`src/rtl/vga_timing_pkg.sv`:
```
// ---------------------------------------------------------------------------
// vga_timing_pkg
//
// Purpose:
//   Shared definitions for the pixel-clock raster timing block. Holds the
//   default 640x480@60 Hz timing constants, the derived line and frame
//   totals, the coordinate width, the two-state controller encoding and a
//   couple of small helpers used by the counter and decode logic.
//
// Contents:
//   COORD_W          width of the pixel_x / pixel_y coordinates
//   DEF_H_* / DEF_V_* default horizontal / vertical timing, in pixels / lines
//   DEF_SYNC_ACTIVE  asserted level of hsync / vsync (0 = active-low)
//   DEF_H_TOTAL      pixels per line including blanking
//   DEF_V_TOTAL      lines per frame including blanking
//   MAX_TOTAL        largest line or frame total the counters can represent
//   vga_state_t      IDLE / RUN controller state
//   wrapInc()        increment with wrap back to zero after a given last value
//   syncLevel()      sync output level for a counter inside / outside a window
// ---------------------------------------------------------------------------
package vga_timing_pkg;

  // Coordinates are 10 bits wide, enough for both 800 pixels and 525 lines.
  localparam int COORD_W = 10;

  // Default horizontal timing, in pixel clocks.
  localparam int DEF_H_ACTIVE = 640;
  localparam int DEF_H_FP     = 16;
  localparam int DEF_H_SYNC   = 96;
  localparam int DEF_H_BP     = 48;

  // Default vertical timing, in lines.
  localparam int DEF_V_ACTIVE = 480;
  localparam int DEF_V_FP     = 10;
  localparam int DEF_V_SYNC   = 2;
  localparam int DEF_V_BP     = 33;

  // Standard VGA uses negative sync pulses for this mode.
  localparam logic DEF_SYNC_ACTIVE = 1'b0;

  // Derived totals: 800 pixels per line and 525 lines per frame.
  localparam int DEF_H_TOTAL = DEF_H_ACTIVE + DEF_H_FP + DEF_H_SYNC + DEF_H_BP;
  localparam int DEF_V_TOTAL = DEF_V_ACTIVE + DEF_V_FP + DEF_V_SYNC + DEF_V_BP;

  // A COORD_W-bit counter can cover at most this many positions.
  localparam int MAX_TOTAL = 1 << COORD_W;

  // The controller only ever waits for lock or scans the raster.
  typedef enum logic {
    IDLE = 1'b0,
    RUN  = 1'b1
  } vga_state_t;

  // Next value of a counter that runs 0..last and then starts over at 0.
  function automatic logic [COORD_W-1:0] wrapInc(
    input logic [COORD_W-1:0] cnt,
    input logic [COORD_W-1:0] last
  );
    if (cnt == last) begin
      wrapInc = '0;
    end else begin
      wrapInc = cnt + 1'b1;
    end
  endfunction

  // Sync level for a counter value: the active level while first <= cnt <= last,
  // the opposite level everywhere else on the line or frame.
  function automatic logic syncLevel(
    input logic [COORD_W-1:0] cnt,
    input logic [COORD_W-1:0] first,
    input logic [COORD_W-1:0] last,
    input logic               activeLevel
  );
    if ((cnt >= first) && (cnt <= last)) begin
      syncLevel = activeLevel;
    end else begin
      syncLevel = ~activeLevel;
    end
  endfunction

endpackage

```
`src/rtl/sync_2ff.sv`:
```
// ---------------------------------------------------------------------------
// sync_2ff
//
// Purpose:
//   Two-flop synchronizer for a single level-type status bit arriving from
//   another clock domain (or from an unclocked source such as an MMCM lock
//   output). The first flop may go metastable; the second gives it a full
//   clock period to settle before anything downstream looks at it. Only
//   slow-moving levels belong here: pulses shorter than a clock period can
//   be lost, and multi-bit values must not be passed through parallel copies.
//
// Ports:
//   i_clk     destination clock
//   i_resetN  asynchronous, active-low reset; both flops clear to 0
//   i_d       asynchronous input level
//   o_q       synchronized level, two destination clock edges late
// ---------------------------------------------------------------------------
module sync_2ff (
  input  logic i_clk,
  input  logic i_resetN,
  input  logic i_d,
  output logic o_q
);

  logic r_meta;
  logic r_sync;

  // Shift the raw input through two flops. Clearing to 0 means that
  // anything downstream sees the input as deasserted until it has been
  // sampled cleanly after reset.
  always_ff @(posedge i_clk or negedge i_resetN) begin
    if (!i_resetN) begin
      r_meta <= 1'b0;
      r_sync <= 1'b0;
    end else begin
      r_meta <= i_d;
      r_sync <= r_meta;
    end
  end

  assign o_q = r_sync;

endmodule

```
`src/rtl/vga_timing_gen.sv`:
```
// ---------------------------------------------------------------------------
// vga_timing_gen
//
// Purpose:
//   Raster timing generator for the pixel-clock domain. It waits for the
//   clock wizard to report lock, then scans a line counter and a frame
//   counter over the full raster (active area plus porches and sync) and
//   decodes them into sync, data-enable, coordinates and start-of-line /
//   start-of-frame pulses. Losing lock drops the block back to idle with
//   every output at its reset value; the next lock always starts again at
//   the top-left pixel.
//
// Parameters:
//   H_ACTIVE, H_FP, H_SYNC, H_BP   horizontal timing in pixel clocks
//   V_ACTIVE, V_FP, V_SYNC, V_BP   vertical timing in lines
//   SYNC_ACTIVE                    asserted level of hsync / vsync
//
// Ports:
//   clk_in1      pixel clock from the clock wizard; the only clock here
//   reset_n      asynchronous, active-low reset
//   locked       MMCM lock status, asynchronous to clk_in1
//   hsync        horizontal sync
//   vsync        vertical sync, changes on the same cycle as pixel_x = 0
//   de           high while the coordinates are inside the visible area
//   pixel_x      horizontal position, also valid during blanking
//   pixel_y      vertical position, also valid during blanking
//   frame_start  one-cycle pulse at (0,0)
//   line_start   one-cycle pulse at pixel_x = 0 on every line
//   running      high while the controller is scanning
//
// Latency:
//   locked is sampled at edge E0, seen synchronized after E1, the counters
//   start at (0,0) after E2, and the first pixel appears on the outputs
//   after E3. A loss of lock follows the same three-edge path back to idle.
// ---------------------------------------------------------------------------
module vga_timing_gen
  import vga_timing_pkg::*;
#(
  parameter int   H_ACTIVE    = DEF_H_ACTIVE,
  parameter int   H_FP        = DEF_H_FP,
  parameter int   H_SYNC      = DEF_H_SYNC,
  parameter int   H_BP        = DEF_H_BP,
  parameter int   V_ACTIVE    = DEF_V_ACTIVE,
  parameter int   V_FP        = DEF_V_FP,
  parameter int   V_SYNC      = DEF_V_SYNC,
  parameter int   V_BP        = DEF_V_BP,
  parameter logic SYNC_ACTIVE = DEF_SYNC_ACTIVE
) (
  input  logic               clk_in1,
  input  logic               reset_n,
  input  logic               locked,
  output logic               hsync,
  output logic               vsync,
  output logic               de,
  output logic [COORD_W-1:0] pixel_x,
  output logic [COORD_W-1:0] pixel_y,
  output logic               frame_start,
  output logic               line_start,
  output logic               running
);

  // Full line and frame lengths for this parameter set.
  localparam int H_TOTAL = H_ACTIVE + H_FP + H_SYNC + H_BP;
  localparam int V_TOTAL = V_ACTIVE + V_FP + V_SYNC + V_BP;

  // Counter-width versions of the boundaries used by the counters and the
  // decode, so every comparison below is between equal-width vectors.
  localparam logic [COORD_W-1:0] H_LAST      = COORD_W'(H_TOTAL - 1);
  localparam logic [COORD_W-1:0] V_LAST      = COORD_W'(V_TOTAL - 1);
  localparam logic [COORD_W-1:0] H_ACT_END   = COORD_W'(H_ACTIVE);
  localparam logic [COORD_W-1:0] V_ACT_END   = COORD_W'(V_ACTIVE);
  localparam logic [COORD_W-1:0] HS_FIRST    = COORD_W'(H_ACTIVE + H_FP);
  localparam logic [COORD_W-1:0] HS_LAST     = COORD_W'(H_ACTIVE + H_FP + H_SYNC - 1);
  localparam logic [COORD_W-1:0] VS_FIRST    = COORD_W'(V_ACTIVE + V_FP);
  localparam logic [COORD_W-1:0] VS_LAST     = COORD_W'(V_ACTIVE + V_FP + V_SYNC - 1);

  // The counters are COORD_W bits wide, so a timing set whose line or frame
  // is longer than the counter range would silently alias. Refuse to
  // elaborate such a configuration rather than generate a broken raster.
  if ((H_TOTAL > MAX_TOTAL) || (V_TOTAL > MAX_TOTAL)) begin : g_totalTooBig
    $error("vga_timing_gen: H_TOTAL or V_TOTAL exceeds the coordinate counter range");
  end

  // Synchronized lock status.
  logic w_lockS;

  // Controller state and raster counters.
  vga_state_t         r_state;
  vga_state_t         w_stateNext;
  logic [COORD_W-1:0] r_hCnt;
  logic [COORD_W-1:0] r_vCnt;
  logic [COORD_W-1:0] w_hNext;
  logic [COORD_W-1:0] w_vNext;

  // Decoded values of the current counters, registered one cycle later.
  logic w_deNext;
  logic w_hsyncNext;
  logic w_vsyncNext;
  logic w_lineStartNext;
  logic w_frameStartNext;

  // Output registers.
  logic               r_hsync;
  logic               r_vsync;
  logic               r_de;
  logic [COORD_W-1:0] r_pixelX;
  logic [COORD_W-1:0] r_pixelY;
  logic               r_frameStart;
  logic               r_lineStart;
  logic               r_running;

  // The MMCM lock output is not related to clk_in1 edges, so it is brought
  // into the pixel domain before the controller acts on it.
  sync_2ff u_lockSync (
    .i_clk    (clk_in1),
    .i_resetN (reset_n),
    .i_d      (locked),
    .o_q      (w_lockS)
  );

  // State and counter registers. All decisions are made in the next-state
  // logic below; this block only captures them.
  always_ff @(posedge clk_in1 or negedge reset_n) begin
    if (!reset_n) begin
      r_state <= IDLE;
      r_hCnt  <= '0;
      r_vCnt  <= '0;
    end else begin
      r_state <= w_stateNext;
      r_hCnt  <= w_hNext;
      r_vCnt  <= w_vNext;
    end
  end

  // Next-state and counter logic. Entering RUN and leaving RUN both force
  // the counters to zero, so a relock always starts a fresh frame at (0,0)
  // instead of resuming where the scan stopped. While running, the line
  // counter steps every cycle and the frame counter steps only on the cycle
  // where the line counter wraps.
  always_comb begin
    w_stateNext = r_state;
    w_hNext     = r_hCnt;
    w_vNext     = r_vCnt;
    case (r_state)
      IDLE: begin
        if (w_lockS) begin
          w_stateNext = RUN;
          w_hNext     = '0;
          w_vNext     = '0;
        end
      end
      RUN: begin
        if (!w_lockS) begin
          w_stateNext = IDLE;
          w_hNext     = '0;
          w_vNext     = '0;
        end else begin
          w_hNext = wrapInc(r_hCnt, H_LAST);
          if (r_hCnt == H_LAST) begin
            w_vNext = wrapInc(r_vCnt, V_LAST);
          end
        end
      end
      default: begin
        w_stateNext = IDLE;
        w_hNext     = '0;
        w_vNext     = '0;
      end
    endcase
  end

  // Raster decode of the present counter values. Because vsync is decoded
  // from the frame counter, which only moves when the line counter wraps,
  // its edges land on the same output cycle as pixel_x = 0.
  always_comb begin
    w_deNext         = (r_hCnt < H_ACT_END) && (r_vCnt < V_ACT_END);
    w_hsyncNext      = syncLevel(r_hCnt, HS_FIRST, HS_LAST, SYNC_ACTIVE);
    w_vsyncNext      = syncLevel(r_vCnt, VS_FIRST, VS_LAST, SYNC_ACTIVE);
    w_lineStartNext  = (r_hCnt == '0);
    w_frameStartNext = (r_hCnt == '0) && (r_vCnt == '0);
  end

  // Output registers. While scanning they carry the decode of the counters
  // from the previous cycle; in IDLE they are held at exactly the values
  // they take in reset, so downstream logic sees an idle, blanked screen
  // with syncs deasserted whenever the clock is not trustworthy.
  always_ff @(posedge clk_in1 or negedge reset_n) begin
    if (!reset_n) begin
      r_hsync      <= ~SYNC_ACTIVE;
      r_vsync      <= ~SYNC_ACTIVE;
      r_de         <= 1'b0;
      r_pixelX     <= '0;
      r_pixelY     <= '0;
      r_frameStart <= 1'b0;
      r_lineStart  <= 1'b0;
      r_running    <= 1'b0;
    end else if (r_state == RUN) begin
      r_hsync      <= w_hsyncNext;
      r_vsync      <= w_vsyncNext;
      r_de         <= w_deNext;
      r_pixelX     <= r_hCnt;
      r_pixelY     <= r_vCnt;
      r_frameStart <= w_frameStartNext;
      r_lineStart  <= w_lineStartNext;
      r_running    <= 1'b1;
    end else begin
      r_hsync      <= ~SYNC_ACTIVE;
      r_vsync      <= ~SYNC_ACTIVE;
      r_de         <= 1'b0;
      r_pixelX     <= '0;
      r_pixelY     <= '0;
      r_frameStart <= 1'b0;
      r_lineStart  <= 1'b0;
      r_running    <= 1'b0;
    end
  end

  assign hsync       = r_hsync;
  assign vsync       = r_vsync;
  assign de          = r_de;
  assign pixel_x     = r_pixelX;
  assign pixel_y     = r_pixelY;
  assign frame_start = r_frameStart;
  assign line_start  = r_lineStart;
  assign running     = r_running;

endmodule

```
`config.mk`:
```
export PLATFORM = sky130hd
export DESIGN_NAME = vga_timing_gen
export DESIGN_NICKNAME = d
export VERILOG_FILES = /design/src/rtl/vga_timing_pkg.sv /design/src/rtl/sync_2ff.sv /design/src/rtl/vga_timing_gen.sv
export SDC_FILE = /design/constraint.sdc
export NUM_CORES = 1
export LEC_CHECK = 0
export ABC_AREA = 1
export BUFFER_PORTS_ARGS = -buffer_cell sky130_fd_sc_hd__buf_2
export CAP_MARGIN = 25
export CORE_ASPECT_RATIO = 1.75
export CORE_MARGIN = 2
export CORE_UTILIZATION = 30
export DETAILED_ROUTE_END_ITERATION = 8
export PLACE_DENSITY = 0.59
export SYNTH_ARGS = -nofsm -noshare
export SYNTH_HDL_FRONTEND = slang
export SYNTH_HIERARCHICAL = 1
export SYNTH_SLANG_ARGS = --single-unit
```
`constraint.sdc`:
```
create_clock -name clk_in1 -period 1.5 [get_ports clk_in1]
set_clock_uncertainty 0.05 [all_clocks]
set_input_delay 0.225 -clock clk_in1 [delete_from_list [all_inputs] [get_ports clk_in1]]
set_output_delay 0.225 -clock clk_in1 [all_outputs]
set_load 0.03 [all_outputs]
```
=== Word-level counts from Yosys, hierarchy flattened ===
Cells that the tools add are included.

* Flip-flop bits (word level): 49
* Bits of input ports: 3

* Add/subtract/negate cells: 2
* Magnitude comparators: 6
* Equality and inequality tests: 4
* Muxes and demuxes: 19
* Bitwise operators: 1
* Reductions and logical operators: 7

{| class="wikitable"
|+ Operators with widths
! kind !! count
|-
| $mux W10 || 8
|-
| $pmux W10 S2 || 2
|-
| $add A10 B1 Y10 const B || 2
|-
| $eq A10 B10 Y1 const B || 2
|-
| $logic_not A10 Y1 || 2
|-
| $ge A10 B10 Y1 const B || 1
|-
| $ge A10 B9 Y1 const B || 1
|-
| $le A10 B10 Y1 const B || 1
|-
| $le A10 B9 Y1 const B || 1
|-
| $lt A10 B10 Y1 const B || 1
|-
| $lt A10 B9 Y1 const B || 1
|-
| $mux W1 || 9
|-
| $logic_and A1 B1 Y1 || 4
|-
| $ne A3 B3 Y1 const B || 1
|-
| $ne A2 B1 Y1 const B || 1
|-
| $reduce_and A2 Y1 || 1
|-
| $not A1 Y1 || 1
|}

=== Depth between registers and ports, before layout ===
Gate-level depths: netlist of run 1.

* Depth in word-level cells: 5
* Gate-level depth with buffers: 10
* Gate-level depth less buffers: 9

=== Hierarchy ===
Netlist of run 1, hierarchy kept.

{| class="wikitable"
|+ Modules (own cells, without submodules)
! module !! times used !! cells each !! area each (sq um) !! seq. area each (sq um)
|-
| vga_timing_gen || 1 || 266 || 2244.7 || 1178.6
|-
| sync_2ff || 1 || 2 || 50.0 || 50.0
|}

=== Worst setup path before layout of run 1 ===
OpenSTA, ideal clock, no wires.

* Path type: register -> register
* From: reg r_hCnt[0]
* To: reg r_vCnt[6]
* Setup time: 118 ps
* Data arrival time: 1280 ps
* Slack: 52 ps
* Stages on the path, launching flop included: 10
* Path through: dfrtp_1 > ha_1 > nand3_4 > clkinv_2 > nand3_2 > nand2_4 > nand2_2 > buf_6 > nand2_1 > o21ai_2

* Cells in the longest elaborated chain, start to end: 3

{| class="wikitable"
|+ RTL lines
! item !! RTL line !! text
|-
| start, declared || vga_timing_gen.sv:90 || <nowiki>logic [COORD_W-1:0] r_hCnt;</nowiki>
|-
| start signal, assigned || vga_timing_gen.sv:130 || <nowiki>r_hCnt <= w_hNext;</nowiki>
|-
| $eq A10 B10 Y1 || vga_timing_gen.sv:159 || <nowiki>if (r_hCnt == H_LAST) begin</nowiki>
|-
| $ne A3 B3 Y1 (no source line) || n/a ||
|-
| $reduce_and A2 Y1 (no source line) || n/a ||
|-
| end signal, assigned || vga_timing_gen.sv:131 || <nowiki>r_vCnt <= w_vNext;</nowiki>
|-
| end, declared || vga_timing_gen.sv:91 || <nowiki>logic [COORD_W-1:0] r_vCnt;</nowiki>
|}

Every way passes these cells.
A chain may end at the register's enable or synchronous reset.

=== Worst setup path after layout of run 1 ===
* From: reg r_vCnt[1]
* To: reg r_vCnt[1]

* Cells in the longest elaborated chain, start to end: 5
* Elaborated cells between the ends (all ways): 6

{| class="wikitable"
|+ RTL lines
! item !! RTL line !! text
|-
| $add A10 B1 Y10 or $eq A10 B10 Y1 (tied branches) || vga_timing_pkg.sv:62, vga_timing_pkg.sv:59 ||
|-
| $mux W10 (*) || vga_timing_pkg.sv:59 || <nowiki>if (cnt == last) begin</nowiki>
|-
| $mux W10 (*) || vga_timing_gen.sv:159 ||
|-
| $mux W10 (*) || vga_timing_gen.sv:153 || <nowiki>if (!w_lockS) begin</nowiki>
|-
| $pmux W10 S2 (*) || vga_timing_gen.sv:144 || <nowiki>case (r_state)</nowiki>
|}

Mark *: on every way between the ends. The rest lies on a longest branch, timed or not. The select of a mux whose other input is x is not followed.

==> flow_summary.json, run 1 <==
{
  "vias": 1898,
  "synth_fp_nets": 275,
  "fin_area_um2": 2990,
  "fin_cells": 416,
  "placed_cells_incl_taps": 398,
  "worstSkewPairLatency_ns": 0.29,
  "synth_area_per_cell_um2": 8.56,
  "gp_congestion": 0.852,
  "ant_nets": 0,
  "grt_pass1_wl_um": 8570,
  "finalPower_uw": 2710,
  "cts.sinks": 49,
  "fin_crit_sh_pct": 95.6,
  "max-slew-margin-rel_pct": 79.3,
  "nNetsFinal": 334,
  "crit_slowest_cell": "dfrtp_1",
  "crit_required_ns": 1.63,
  "cts_tree": "done",
  "yosysSeqAreaShare_pct": 53.5,
  "power_density_nw_per_um2": 906,
  "routed_wirelength_um": 4900,
  "max_clock_freq_ghz": 0.697,
  "dp_hpwl_um": 3460,
  "port_buffers": 28,
  "cap_violations": 0,
  "ys_types": 31,
  "setup_violations": 0,
  "clockBufferDepth": 2,
  "drtIter0Drc": 167,
  "cts.htree.levels": 2,
  "cp-end-kind": "register",
  "p_leak_uw": 0.00162,
  "grt_usage_pct": 12.9,
  "outcome": "finished, final reports clean",
  "report.final.slew_viol_count": 0,
  "die_w_um": 70.1,
  "chipHeight_um": 120,
  "area_growth_pct": 30.2,
  "hold_viol": 0,
  "startpoint_type": "register",
  "vias_per_cell": 4.56,
  "cpMostUsedCell": "inv_2",
  "yosysWarnings": 6,
  "overflow": 0,
  "synth_top_cell_area_share_pct": 51.3,
  "synth_cells": 268,
  "slowest_delay_ns": 0.41,
  "rows": 42,
  "arrival_ns": 1.56,
  "fin_hold_ws_ns": 0.300,
  "holdCritPathClass": "reg2reg",
  "path_class": "reg2reg",
  "grt_max_degree": 50,
  "drc": 0,
  "yosys-top-cells-area": "dfrtp_1 51%, nand2_1 10%, inv_1 8.0%",
  "period_needed_ns": 1.43,
  "critical_path.cell_chain": "inv_2 > ha_4 > inv_2 > nor2_2 > nand3_2 > o21ai_2 > nand3b_1 > o21ai_1",
  "wl_per_cell_um": 11.8,
  "place_area_um2": 2670,
  "drive_above_1_share_pct": 29.6,
  "n_antenna_cell": 0,
  "r2r_setup_slack_ns": 0.07,
  "cts-root-buf": "clkbuf_16",
  "start_util_pct": 30.5,
  "ys_ff_latch": 49,
  "grt_pass1_vias": 1885,
  "fin_util_pct": 39.8,
  "dieArea_um2": 8390,
  "ios": 29,
  "ir_worst_vdd_v": 0.000423,
  "antenna_found_initial": 0,
  "drt_pass1_iterations": 4,
  "core_area_um2": 7510,
  "worst_pin_slew_ns": 0.308,
  "clkTransAtPathRegs_ns": 0.06,
  "critPathMaxFanout": 3,
  "rsz0062_at_grt": "true",
  "numCtsBuffers": 5,
  "netlist_area_um2": 2290,
  "synth_top_cell_by_area": "dfrtp_1"
}
logic make-up after synthesis:
group	after synthesis	share of synthesized area, %
adders and majority gates	4	2.18
xor gates and xnor gates	6	2.29
and+or+nand+nor	120	23.6
AOI/OAI and AO/OA	30	7.69
buffers and inverters	59	10.7
DFF	49	53.5
synthesized netlist by cell type, drive strengths merged:
cell	count
a21boi	1
a21oi	3
buf	7
clkbuf	2
clkinv	1
dfrtp	47
dfstp	2
ha	4
inv	49
nand2	66
nand3	17
nand3b	1
nand4	12
nor2	22
nor3	1
nor4	1
o211ai	2
o21ai	19
o21bai	1
o22ai	4
xnor2	2
xor2	4
metrics by stage:
| stage | setup WS, ns | TNS [ns] |
|---|---|---|
| after floorplan | 0.0524 | 0 |
| after detailed placement | -0.0272 | -0.0467 |
| final | 0.0662 | 0 |
| after CTS | 0.0000219 | 0 |
| after global routing | -0.0727 | -0.268 |
| after global placement | 0.0121 | 0 |
registers in the layout (all words and copies together), names as in the netlist:
name and cells:
r_hCnt 10, r_state 1, frame_start 1, running 1, u_lockSync/r_meta 1, vsync 1, pixel_y 10, hsync 1
r_vCnt 10, u_lockSync/o_q 1, line_start 1, pixel_x 10, de 1
final timing paths:
kind | endpoint | startpoint | cells after the start
max | r_vCnt[1] | r_vCnt[1] | 8
min | u_lockSync/o_q | u_lockSync/r_meta | 0
max reg2reg | r_vCnt[1] | r_vCnt[1] | 8
min reg2reg | u_lockSync/o_q | u_lockSync/r_meta | 0
max in group asynchronous | vsync | reset_n | 3
min in group asynchronous | pixel_x[4] | reset_n | 3
power breakdown:
group / internal (uW) / switching (uW) / total (uW)
Sequential: 1350 / 15.4 / 1370
Clock: 620 / 446 / 1070
Combinational: 105 / 170 / 275
timing repair:
item | 4_1_cts | 5_1_grt
hold buffers | 2 | 0
endpoints found under the hold margin | 48 | 0
gates cloned | 0 | 1
pin swaps | 0 | 10
gates resized for setup | 2 | 32
buffers inserted | 0 | 7
endpoints found under the setup margin | 3 | 17
routing by layer:
layer  vias to the layer above  track usage (%)  routed length, um
met2                        36             22.4               2590
met3                        14             3.11                174
met5                         -                0                  0
met1                       892             14.2               1940
li1                        956                -                  -
met4                         0             7.45                197
area by class of cell:
type                            instances  area [um2]
Inverter                               50         194
Clock buffer                            8         136
Sequential cell                        49        1230
Tap cell                               88         110
Fill cell                             787        4530
Timing Repair Buffer                   60         410
Multi-Input combinational cell        161         906
worst max-delay path, delay by kind of cell, from the launching register on:
family / cells / cell delay, ns
flip-flops: 1 / 0.41
AND/OR/NAND/NOR: 3 / 0.35
AO/OA/AOI/OAI: 2 / 0.25
adder cells (fa/ha/maj): 1 / 0.14
buffers and inverters: 2 / 0.13
layout by cell type, fill, tap and decap left out, types with 4 or more instances in the layout:
master,instances
inv_1,41
nand3_1,12
o21ai_0,7
o22ai_1,4
dfrtp_1,45
nand4_1,12
o21ai_2,5
buf_4,28
clkbuf_16,5
buf_2,28
o21ai_1,7
xor2_1,4
nand2_1,62
nor2_1,18
inv_2,7
No activity file was read; power rests on OpenSTA's default activity.
==> run 2: changes to the inputs <==
- ABC_AREA: 1 -> unset
- PLACE_DENSITY: 0.59 -> 0.6
==> flow_summary.json, run 2 <==
{
  "synth_edf_count": 0,
  "cts.htree.levels": 2,
  "violations": "negative setup slack",
  "multi_input_area_um2": 1000,
  "r2r_end": "r_vCnt[8]",
  "p_leak_uw": 0.00154,
  "overflow": 0,
  "nNetsFinal": 279,
  "drtIter0Drc": 82,
  "regArea_um2": 1230,
  "drive_above_1_share_pct": 43.6,
  "clockBufferDepth": 2,
  "numCtsBuffers": 5,
  "routed_wirelength_um": 5640,
  "cts_tree": "done",
  "startpoint_type": "register",
  "wl_per_cell_um": 15.7,
  "vias": 1791,
  "port_buffers": 28,
  "dp_hpwl_um": 4200,
  "synth_fp_nets": 203,
  "fin_hold_ws_ns": 0.306,
  "finalWorstSetupSlack_ns": -0.0993,
  "placed_cells_incl_taps": 344,
  "final_cell_mix": "45 x dfrtp_1, 41 x buf_4, 29 x buf_2",
  "cts-root-buf": "clkbuf_16",
  "r2r_setup_slack_ns": -0.1,
  "chipHeight_um": 116,
  "cts.sinks": 49,
  "final_common_cell": "dfrtp_1",
  "grt_usage_pct": 16.2,
  "yosysWarnings": 6,
  "finalPower_uw": 3000,
  "holdCritPathClass": "reg2reg",
  "synth_top_cell_by_area": "dfrtp_1",
  "max_clock_freq_ghz": 0.625,
  "synthArstFlopShare_pct": 100,
  "min_path_cells": 0,
  "setup_violations": 14,
  "area_growth_pct": 44.3,
  "synth_cells": 196,
  "drt_pass1_iterations": 6,
  "start_util_pct": 30.6,
  "cp-end-kind": "register",
  "synth_area_per_cell_um2": 11.0,
  "grt_max_degree": 23,
  "period_needed_ns": 1.60,
  "fin_crit_sh_pct": 107,
  "clkTransAtPathRegs_ns": 0.06,
  "rows": 41,
  "reg2reg_depth": 5,
  "grt_pass1_vias": 1918,
  "gp_congestion": 0.830,
  "fin_cells": 359,
  "worst_pin_slew_ns": 0.482,
  "vias_per_cell": 4.99,
  "dieArea_um2": 7940,
  "hold_viol": 0,
  "path_class": "reg2reg",
  "synth_top_cell_area_share_pct": 54.3,
  "outcome": "finished, violations left",
  "power_density_nw_per_um2": 961,
  "hold_start": "u_lockSync/r_meta",
  "netlist_area_um2": 2160,
  "fillers": 660,
  "yosysSeqAreaShare_pct": 56.8,
  "synth_ff_type": "dfrtp_1",
  "yosys-top-cells-area": "dfrtp_1 54%, and2_1 6.4%, a31oi_1 5.2%",
  "rr_startpoint": "r_hCnt[1]",
  "max-slew-margin-rel_pct": 67.8,
  "grt_pass1_wl_um": 9380,
  "rsz0062_at_grt": "true",
  "drc": 0,
  "min_to": "u_lockSync/o_q",
  "die_w_um": 68.2,
  "synthTopCellsByCount": "47 x dfrtp_1, 22 x and2_1, 18 x a31oi_1, 13 x nand2_1, 7 x o21ai_0",
  "ios": 29,
  "cap_violations": 0,
  "critPathMaxFanout": 5,
  "ir_worst_vdd_v": 0.000431,
  "synth_most_common_cell": "dfrtp_1",
  "ant_nets": 0,
  "core_area_um2": 7080,
  "crit_required_ns": 1.63,
  "ys_ff_latch": 49,
  "antenna_found_initial": 0,
  "n_antenna_cell": 0,
  "report.final.slew_viol_count": 0,
  "place_ws_ns": -0.149,
  "worstSkewPairLatency_ns": 0.29,
  "ys_types": 43,
  "arrival_ns": 1.73
}
[run 2: cell types whose count changed in the layout (fill, tap and decap cells not counted), sizes merged, moves of 6 or more]
cell   change
buf       +22
and2      +23
nor2      -16
nand2     -54
and3       +6
a31oi     +20
o21ai     -11
nand4      -9
nand3     -11
inv       -44
[run 2: metrics by stage]
step	cell area, um2	utilization, %	setup TNS [ns]
after floorplan	2220	-	-0.400
after global placement	2750	38.8	-0.765
after detailed placement	2750	38.8	-1.52
after CTS	3070	43.4	-0.692
after global routing	3120	44.1	-2.02
final	3120	44.1	-0.706
[run 2: what timing repair did]
| action | 4_1_cts | 5_1_grt |
|---|---|---|
| gates cloned | 2 | 0 |
| setup endpoints to repair | 19 | 19 |
| pin swaps | 8 | 6 |
| hold endpoints to repair | 18 | 0 |
| buffers inserted | 4 | 0 |
| hold buffers | 2 | 0 |
| gates resized for setup | 20 | 13 |
[run 2: cell families (layout without fill, tap and decap cells)]
logic type	after synthesis	after routing	share of synthesized area [%]
AO/OA/AOI/OAI	40	41	12.3
multiplexers	2	2	0.983
XOR/XNOR	4	4	1.62
AND/OR/NAND/NOR	78	78	21.5
adder cells (fa/ha/maj)	4	4	2.31
buffers and inverters	19	95	4.51
flip-flops	49	49	56.8
[run 2: layout make-up]
| cell class | instances | share of cell area [%] |
|---|---|---|
| inverter | 5 | 0.601 |
| timing repair buffer | 82 | 19.0 |
| clock inverter | 2 | 1.24 |
| tap | 86 | 3.44 |
| clock buffer | 6 | 4.12 |
| sequential | 49 | 39.4 |
| multi-input combinational | 129 | 32.2 |
[run 2: worst max path at each step]
stage,slack [ns],to,start
final,-0.1,r_vCnt[8],r_hCnt[1]
after global routing,-0.19,r_vCnt[8],r_vCnt[0]
after CTS,-0.10,r_vCnt[8],r_vCnt[0]
after detailed placement,-0.15,r_hCnt[5],r_hCnt[8]
after global placement,-0.10,r_vCnt[6],r_vCnt[0]
after floorplan,-0.15,r_vCnt[8],r_state
[run 2: worst max-delay path: stages, from the launching register on]
cell and delay, ns:
dfrtp_1 0.39, ha_2 0.19, and4_4 0.16, a41o_4 0.30, and2_4 0.14, a211o_1 0.24
[run 2: power breakdown]
group          switching (uW)  internal, uW  total, uW
sequential               18.8          1360       1370
clock                     481           790       1270
combinational             197           160        357
total                     697          2310       3000
[run 2: routing by layer]
metal	up-vias	track usage (%)	share of wire [%]
met4	0	8.93	3.8
met1	873	14.6	31
met5	-	0	0
met3	18	3.28	3.9
met2	47	31.7	61
li1	853	-	-
